--- src/rtl/quadencoder_velocity.sv ---
// rtl/quadencoder_velocity.sv - windowed velocity from a quadrature position count
// Optional period/direction measurement is built when QUADVEL_PERIOD_EN is defined.
module quadencoder_velocity #(
  parameter int BITS   = 32,
  parameter int VBITS  = 24,
  parameter int WINDOW = 10000,
  parameter int PBITS  = 24
) (
  input  logic                    clk,
  input  logic                    rst_n,
  input  logic signed [BITS-1:0]  position,
  input  logic                    clear,
  output logic signed [VBITS-1:0] velocity,
  output logic                    valid
`ifdef QUADVEL_PERIOD_EN
  ,
  output logic [PBITS-1:0]        period,
  output logic                    dir
`endif
);

  localparam int WBITS = (WINDOW > 1) ? $clog2(WINDOW) : 1;
  localparam logic [WBITS-1:0] WLAST = WBITS'(WINDOW - 1);

  // Velocity range limits expressed in the wide delta domain.
  localparam logic signed [BITS-1:0] VMAX = {{(BITS-VBITS+1){1'b0}}, {(VBITS-1){1'b1}}};
  localparam logic signed [BITS-1:0] VMIN = {{(BITS-VBITS+1){1'b1}}, {(VBITS-1){1'b0}}};

  logic [WBITS-1:0]        wcnt;
  logic signed [BITS-1:0]  last_pos;
  logic                    primed;
  logic                    sample_edge;
  logic signed [BITS-1:0]  delta;
  logic signed [VBITS-1:0] vel_sat;

  assign sample_edge = (wcnt == WLAST);
  assign delta       = position - last_pos;

  always_comb begin
    vel_sat = delta[VBITS-1:0];
    if (delta > VMAX) begin
      vel_sat = VMAX[VBITS-1:0];
    end else if (delta < VMIN) begin
      vel_sat = VMIN[VBITS-1:0];
    end
  end

  // The first sample edge after reset or clear only captures the reference.
  always_ff @(posedge clk or negedge rst_n) begin
    if (!rst_n) begin
      wcnt     <= '0;
      last_pos <= '0;
      primed   <= 1'b0;
      velocity <= '0;
      valid    <= 1'b0;
    end else if (clear) begin
      wcnt   <= '0;
      primed <= 1'b0;
      valid  <= 1'b0;
    end else begin
      valid <= 1'b0;
      if (sample_edge) begin
        wcnt     <= '0;
        last_pos <= position;
        if (primed) begin
          velocity <= vel_sat;
          valid    <= 1'b1;
        end else begin
          primed <= 1'b1;
        end
      end else begin
        wcnt <= wcnt + 1'b1;
      end
    end
  end

`ifdef QUADVEL_PERIOD_EN
  localparam logic [PBITS-1:0] PMAX = '1;

  logic signed [BITS-1:0] prev_pos;
  logic signed [BITS-1:0] step_d;
  logic [PBITS-1:0]       pcnt;
  logic                   moved;

  assign moved  = (position != prev_pos);
  assign step_d = position - prev_pos;

  // period reads all-ones as soon as pcnt reaches saturation (encoder stalled).
  always_ff @(posedge clk or negedge rst_n) begin
    if (!rst_n) begin
      prev_pos <= '0;
      pcnt     <= '0;
      period   <= PMAX;
      dir      <= 1'b0;
    end else begin
      prev_pos <= position;
      if (clear) begin
        pcnt   <= '0;
        period <= PMAX;
      end else if (moved) begin
        pcnt   <= '0;
        period <= (pcnt == PMAX) ? PMAX : pcnt + 1'b1;
        dir    <= ~step_d[BITS-1];
      end else if (pcnt >= PMAX - 1'b1) begin
        pcnt   <= PMAX;
        period <= PMAX;
      end else begin
        pcnt <= pcnt + 1'b1;
      end
    end
  end
`endif

endmodule

--- config.mk ---
export PLATFORM = sky130hd
export DESIGN_NAME = quadencoder_velocity
export DESIGN_NICKNAME = d
export VERILOG_FILES = /design/src/rtl/quadencoder_velocity.sv
export SDC_FILE = /design/constraint.sdc
export NUM_CORES = 1
export LEC_CHECK = 0
export ABC_CLOCK_PERIOD_IN_PS = 3440
export CAP_MARGIN = 20
export CORE_ASPECT_RATIO = 1.4
export CORE_UTILIZATION = 45
export CTS_CLUSTER_SIZE = 30
export DETAILED_ROUTE_END_ITERATION = 12
export PLACE_DENSITY_LB_ADDON = 0.15
export SYNTH_ARGS = -nofsm -noshare
export SYNTH_HDL_FRONTEND = slang
export SYNTH_SLANG_ARGS = --single-unit
--- constraint.sdc ---
create_clock -name clk -period 3.44 [get_ports clk]
set_clock_uncertainty 0.2 [all_clocks]
set_input_delay 0.688 -clock clk [delete_from_list [all_inputs] [get_ports clk]]
set_output_delay 0.688 -clock clk [all_outputs]
set_load 0.05 [all_outputs]
After elaboration in Yosys (flattened, before gate mapping)
Cells that the tools add are included.
{"block": "word_totals", "word_cells": 23, "in_bits": 35, "reg_bits": 72}
{"block": "classes", "bitwise_logic": 1, "mux": 9, "n_reduce_logical": 3, "n_eq_ne": 1, "addsub": 2, "magnitude_cmp": 2}
{"cell": "$mux 24", "count": 2}
{"cell": "$gt 32x24->1 const B", "count": 1}
{"cell": "$lt 32x24->1 const B", "count": 1}
{"cell": "$sub 32x32->32", "count": 1}
{"cell": "$mux 14", "count": 2}
{"cell": "$add 14x1->14 const B", "count": 1}
{"cell": "$eq 14x14->1 const B", "count": 1}
{"cell": "$mux 1", "count": 5}
{"cell": "$reduce_and 3->1", "count": 1}
{"cell": "$reduce_and 2->1", "count": 1}
{"cell": "$reduce_bool 2->1", "count": 1}
{"cell": "$not 1->1", "count": 1}

Logic depth before layout (Yosys ltp)
{"block": "logic_depth", "ltp_word": 4, "mapped_depth": 15, "depth_no_buf": 13}

Least setup slack after synthesis
Ideal clock, no wire load.
{"block": "synth_path", "path_kind": "input port to flip-flop", "start": "in position[16]", "end": "reg velocity[10]", "slack_ns": -0.147, "path_buffers": 2, "t_required_ns": 3.163, "stages": 13, "t_arrival_ns": 3.311, "setup_ns": 0.077, "cell_sequence": "ha_1 buf_6 a21o_1 a31oi_1 o221a_2 o21ai_2 or4_4 a311oi_2 nand3_1 o41ai_4 buf_4 a21oi_1 o21ai_1"}
{"block": "synth_between", "elab_chain_len": 4, "word_cells_on_any_way": 5}
{"item": "start: declaration", "line": "11", "source": "input logic signed [BITS-1:0] position,"}
{"item": "$sub 32x32->32 (*)", "line": "37", "source": "assign delta = position - last_pos;"}
{"item": "$lt 32x24->1", "line": "43", "source": "end else if (delta < VMIN) begin"}
{"item": "$mux 24", "line": "43"}
{"item": "$mux 24 (*)", "line": "41", "source": "if (delta > VMAX) begin"}
{"item": "end signal: assignment", "line": "66", "source": "velocity <= vel_sat;"}
{"item": "end: declaration", "line": "13", "source": "output logic signed [VBITS-1:0] velocity,"}
Mark *: on every way between the ends. The rest lies on a longest branch, timed or not.
A chain may end at the register's enable or synchronous reset.

Worst setup path after layout
{"block": "layout_path", "start": "in position[13]", "end": "reg velocity[14]"}
The elaborated chain is that of the path after synthesis.

==> flow_summary.toml <==
[global_route]
grt_usage_pct = 25.57
antenna_found_initial = 0
grt_pass1_vias = 4953
gr-total-overflow = 0
grt_max_degree = 42
grt_first_pass_wirelength_um = 23420

[yosys]
yosys.area.top_type = "dfrtp_1"
synth_edf_count = 0
ys_seq_area_share_pct = 36.32
synthFlopType = "dfrtp_1"
synthArstFlopShare_pct = 100.0
synth.area.top_cells = "dfrtp_1 36%, ha_1 8.1%, nand2_1 6.3%"
yosys_warnings = 0
ys_seq_elements = 72
synth.distinct_cells = 61
syn_area_um2 = 4961
synthCells = 608
synth_top_area_share_pct = 36.32
synth.avg_cell_area_um2 = 8.160
syn_nets = 676

[floorplan]
die-area_um2 = 11450
start_util_pct = 45.89
core-area_um2 = 10810
die_h_um = 126.2
ios = 60
dieWidth_um = 90.74
num_rows = 45

[drt]
route.met2.wl_um = 7872
wl_per_cell_um = 15.75
top_layer = "met4"
totalWireLength_um = 14520
drt_iter0_drc = 220
met3_length_um = 393
dr.pass1.iters = 5
ant_nets = 0
vias = 5036
remaining_drc_errors = 0
wl_met1_um = 5778
vias_per_cell = 5.462

[worst_setup_path]
critPathRequiredTime_ns = 3.50
end_kind = "flop"
cp.arrival_ns = 3.51
cp_max_fo = 5
worstSetupPathType = "input pin to flop"
crit_path_start_kind = "input pin"

[placement]
gp_congestion = 0.9231
place_ws_ns = -0.8392
place_area_um2 = 6499
dpl.hpwl_um = 9711
port-buffer-count = 59

[power_and_ir_drop]
ir_drop_v = 0.0002752
power_leakage_nw = 3.398
p_per_area_nw_per_um2 = 381.2

[sta]
slew_violations = 0
period_needed_ns = 3.452
finalSetupViolations = 2
fmax_ghz = 0.2897
finalWorstSetupSlack_ns = -0.01175
period_share_pct = 100.3
tightest_slew_ns = 0.8425
hold_viol_final = 0
relSlewSlack_pct = 43.83

[layout]
nNetsFinal = 845
layout_common_cells = "114 x buf_4, 78 x nand2_1, 72 x dfrtp_1"
areaGrowthSynthToFinish_pct = 55.03
drive_above_1_share_pct = 34.70
diodes = 0
final_area_um2 = 7691
final_common_cell = "buf_4"

[clocking]
clk_pin_slew_ns = 0.05
numCtsBuffers = 9
cts_sinks = 72
cts_tree = "yes"
cts_max_level = 3
clock_path_buffers = 2
clkLatencyLatePin_ns = 0.34
cts_root_buffer = "clkbuf_16"

[run_status]
status = "finished with violations"
violations = "setup timing"

[worst_hold_path]
hp-class = "input pin to asynchronous set/reset pin"

[flow_run]
max_cap_viol_count = 0
[state kept, by name, indices dropped and copies added (netlist names)]
signal / count
last_pos: 32
velocity: 24
wcnt: 14
primed: 1
valid: 1
[per-stage QoR]
step	hold WS, ns	utilization (%)	TNS [ns]	instances	total power, mW
6_report	0.2505	71.15	-0.02324	922	2.932
2_1_floorplan	0.1924	-	0	608	1.433
3_5_place_dp	0.2667	60.12	-18.55	883	1.797
5_1_grt	0.2933	71.15	-1.071	922	3.068
4_1_cts	0.2717	68.26	0	912	2.841
3_3_place_gp	0.2504	60.12	-16.51	883	1.787
[synthesized netlist by cell type, types with 3 or more instances]
cell type  instances
a21o_1             7
a21oi_1           51
a31oi_1            6
and2_1             3
and3_1            12
buf_2              9
clkbuf_1          20
dfrtp_1           72
ha_1              32
inv_1             41
mux2i_1            3
nand2_1           83
nand2b_1          10
nand3_1           18
nand4_1           11
nor2_1            39
nor2b_1            5
nor3_1             9
nor3b_1            3
nor4_1             3
o2111ai_1          3
o211ai_1           5
o21a_1             3
o21ai_0           45
o21ai_1           33
or3_1              4
xnor2_1           20
xor2_1            14
[kinds of logic after synthesis]
| group | Yosys count | share of synthesized area [%] |
|---|---|---|
| and+or+nand+nor | 210 | 20.23 |
| muxes | 5 | 1.059 |
| buffers and inverters | 75 | 6.280 |
| AOI/OAI and AO/OA | 179 | 21.64 |
| adders and majority gates | 33 | 8.474 |
| xor gates and xnor gates | 34 | 6.003 |
| DFF | 72 | 36.32 |
[power by group]
group	switching (mW)	internal [mW]	total [mW]	leakage, nW
registers	0.0201	0.894	0.914	0.867
clock network	0.343	0.543	0.885	0.142
logic	0.586	0.547	1.13	2.39
total	0.949	1.98	2.93	3.40
[critical path: stages]
cell and delay [ns]:
clkbuf_2 0.11, ha_4 0.24, buf_4 0.15, and3_4 0.18, buf_4 0.14, a31oi_4 0.19
o21ai_4 0.08, or4_4 0.43, a311oi_2 0.33, nand3_2 0.15, o41ai_4 0.23, buf_6 0.18
buf_12 0.11, buf_16 0.10, a21oi_2 0.05, o21ai_1 0.15
[cell type report]
| class | instances | area, um^2 |
|---|---|---|
| multi-input cells | 461 | 3601 |
| fillers | 825 | 3119 |
| flip-flops and latches | 72 | 1802 |
| repair buffers | 191 | 1670 |
| clock buffers | 13 | 270.3 |
| well taps | 141 | 176.4 |
| inverters | 42 | 157.7 |
| clock inverters | 2 | 13.76 |
[final timing paths]
check,start,to,slack [ns],cells past startpoint
worst max register to register,last_pos[13]$_DFFE_PN0P_,velocity[14]$_DFFE_PN0P_,0.02,16
worst max-delay path,position[13],velocity[14]$_DFFE_PN0P_,-0.01,16
worst min-delay path,rst_n,velocity[0]$_DFFE_PN0P_,0.25,1
worst min register to register,wcnt[0]$_DFF_PN0_,wcnt[0]$_DFF_PN0_,0.26,1
min in group clk,wcnt[0]$_DFF_PN0_,wcnt[0]$_DFF_PN0_,0.26,1
max in group asynchronous,rst_n,wcnt[8]$_DFF_PN0_,2.12,2
[metal layers]
layer | track usage, % | vias to the layer above
met4 | 12.05 | 0
met5 | 0 | -
li1 | - | 2475
met1 | 29.71 | 2418
met2 | 46.52 | 105
met3 | 2.778 | 38
[timing repair]
item | 4_1_cts | 5_1_grt
pin swaps | 60 | 45
gates resized for setup | 127 | 61
hold buffers | 0 | 0
setup endpoints to repair | 23 | 23
cloned | 2 | 3
endpoints found under the hold margin | 0 | 0
setup buffers | 12 | 8
No activity file was read; power rests on OpenSTA's default activity.
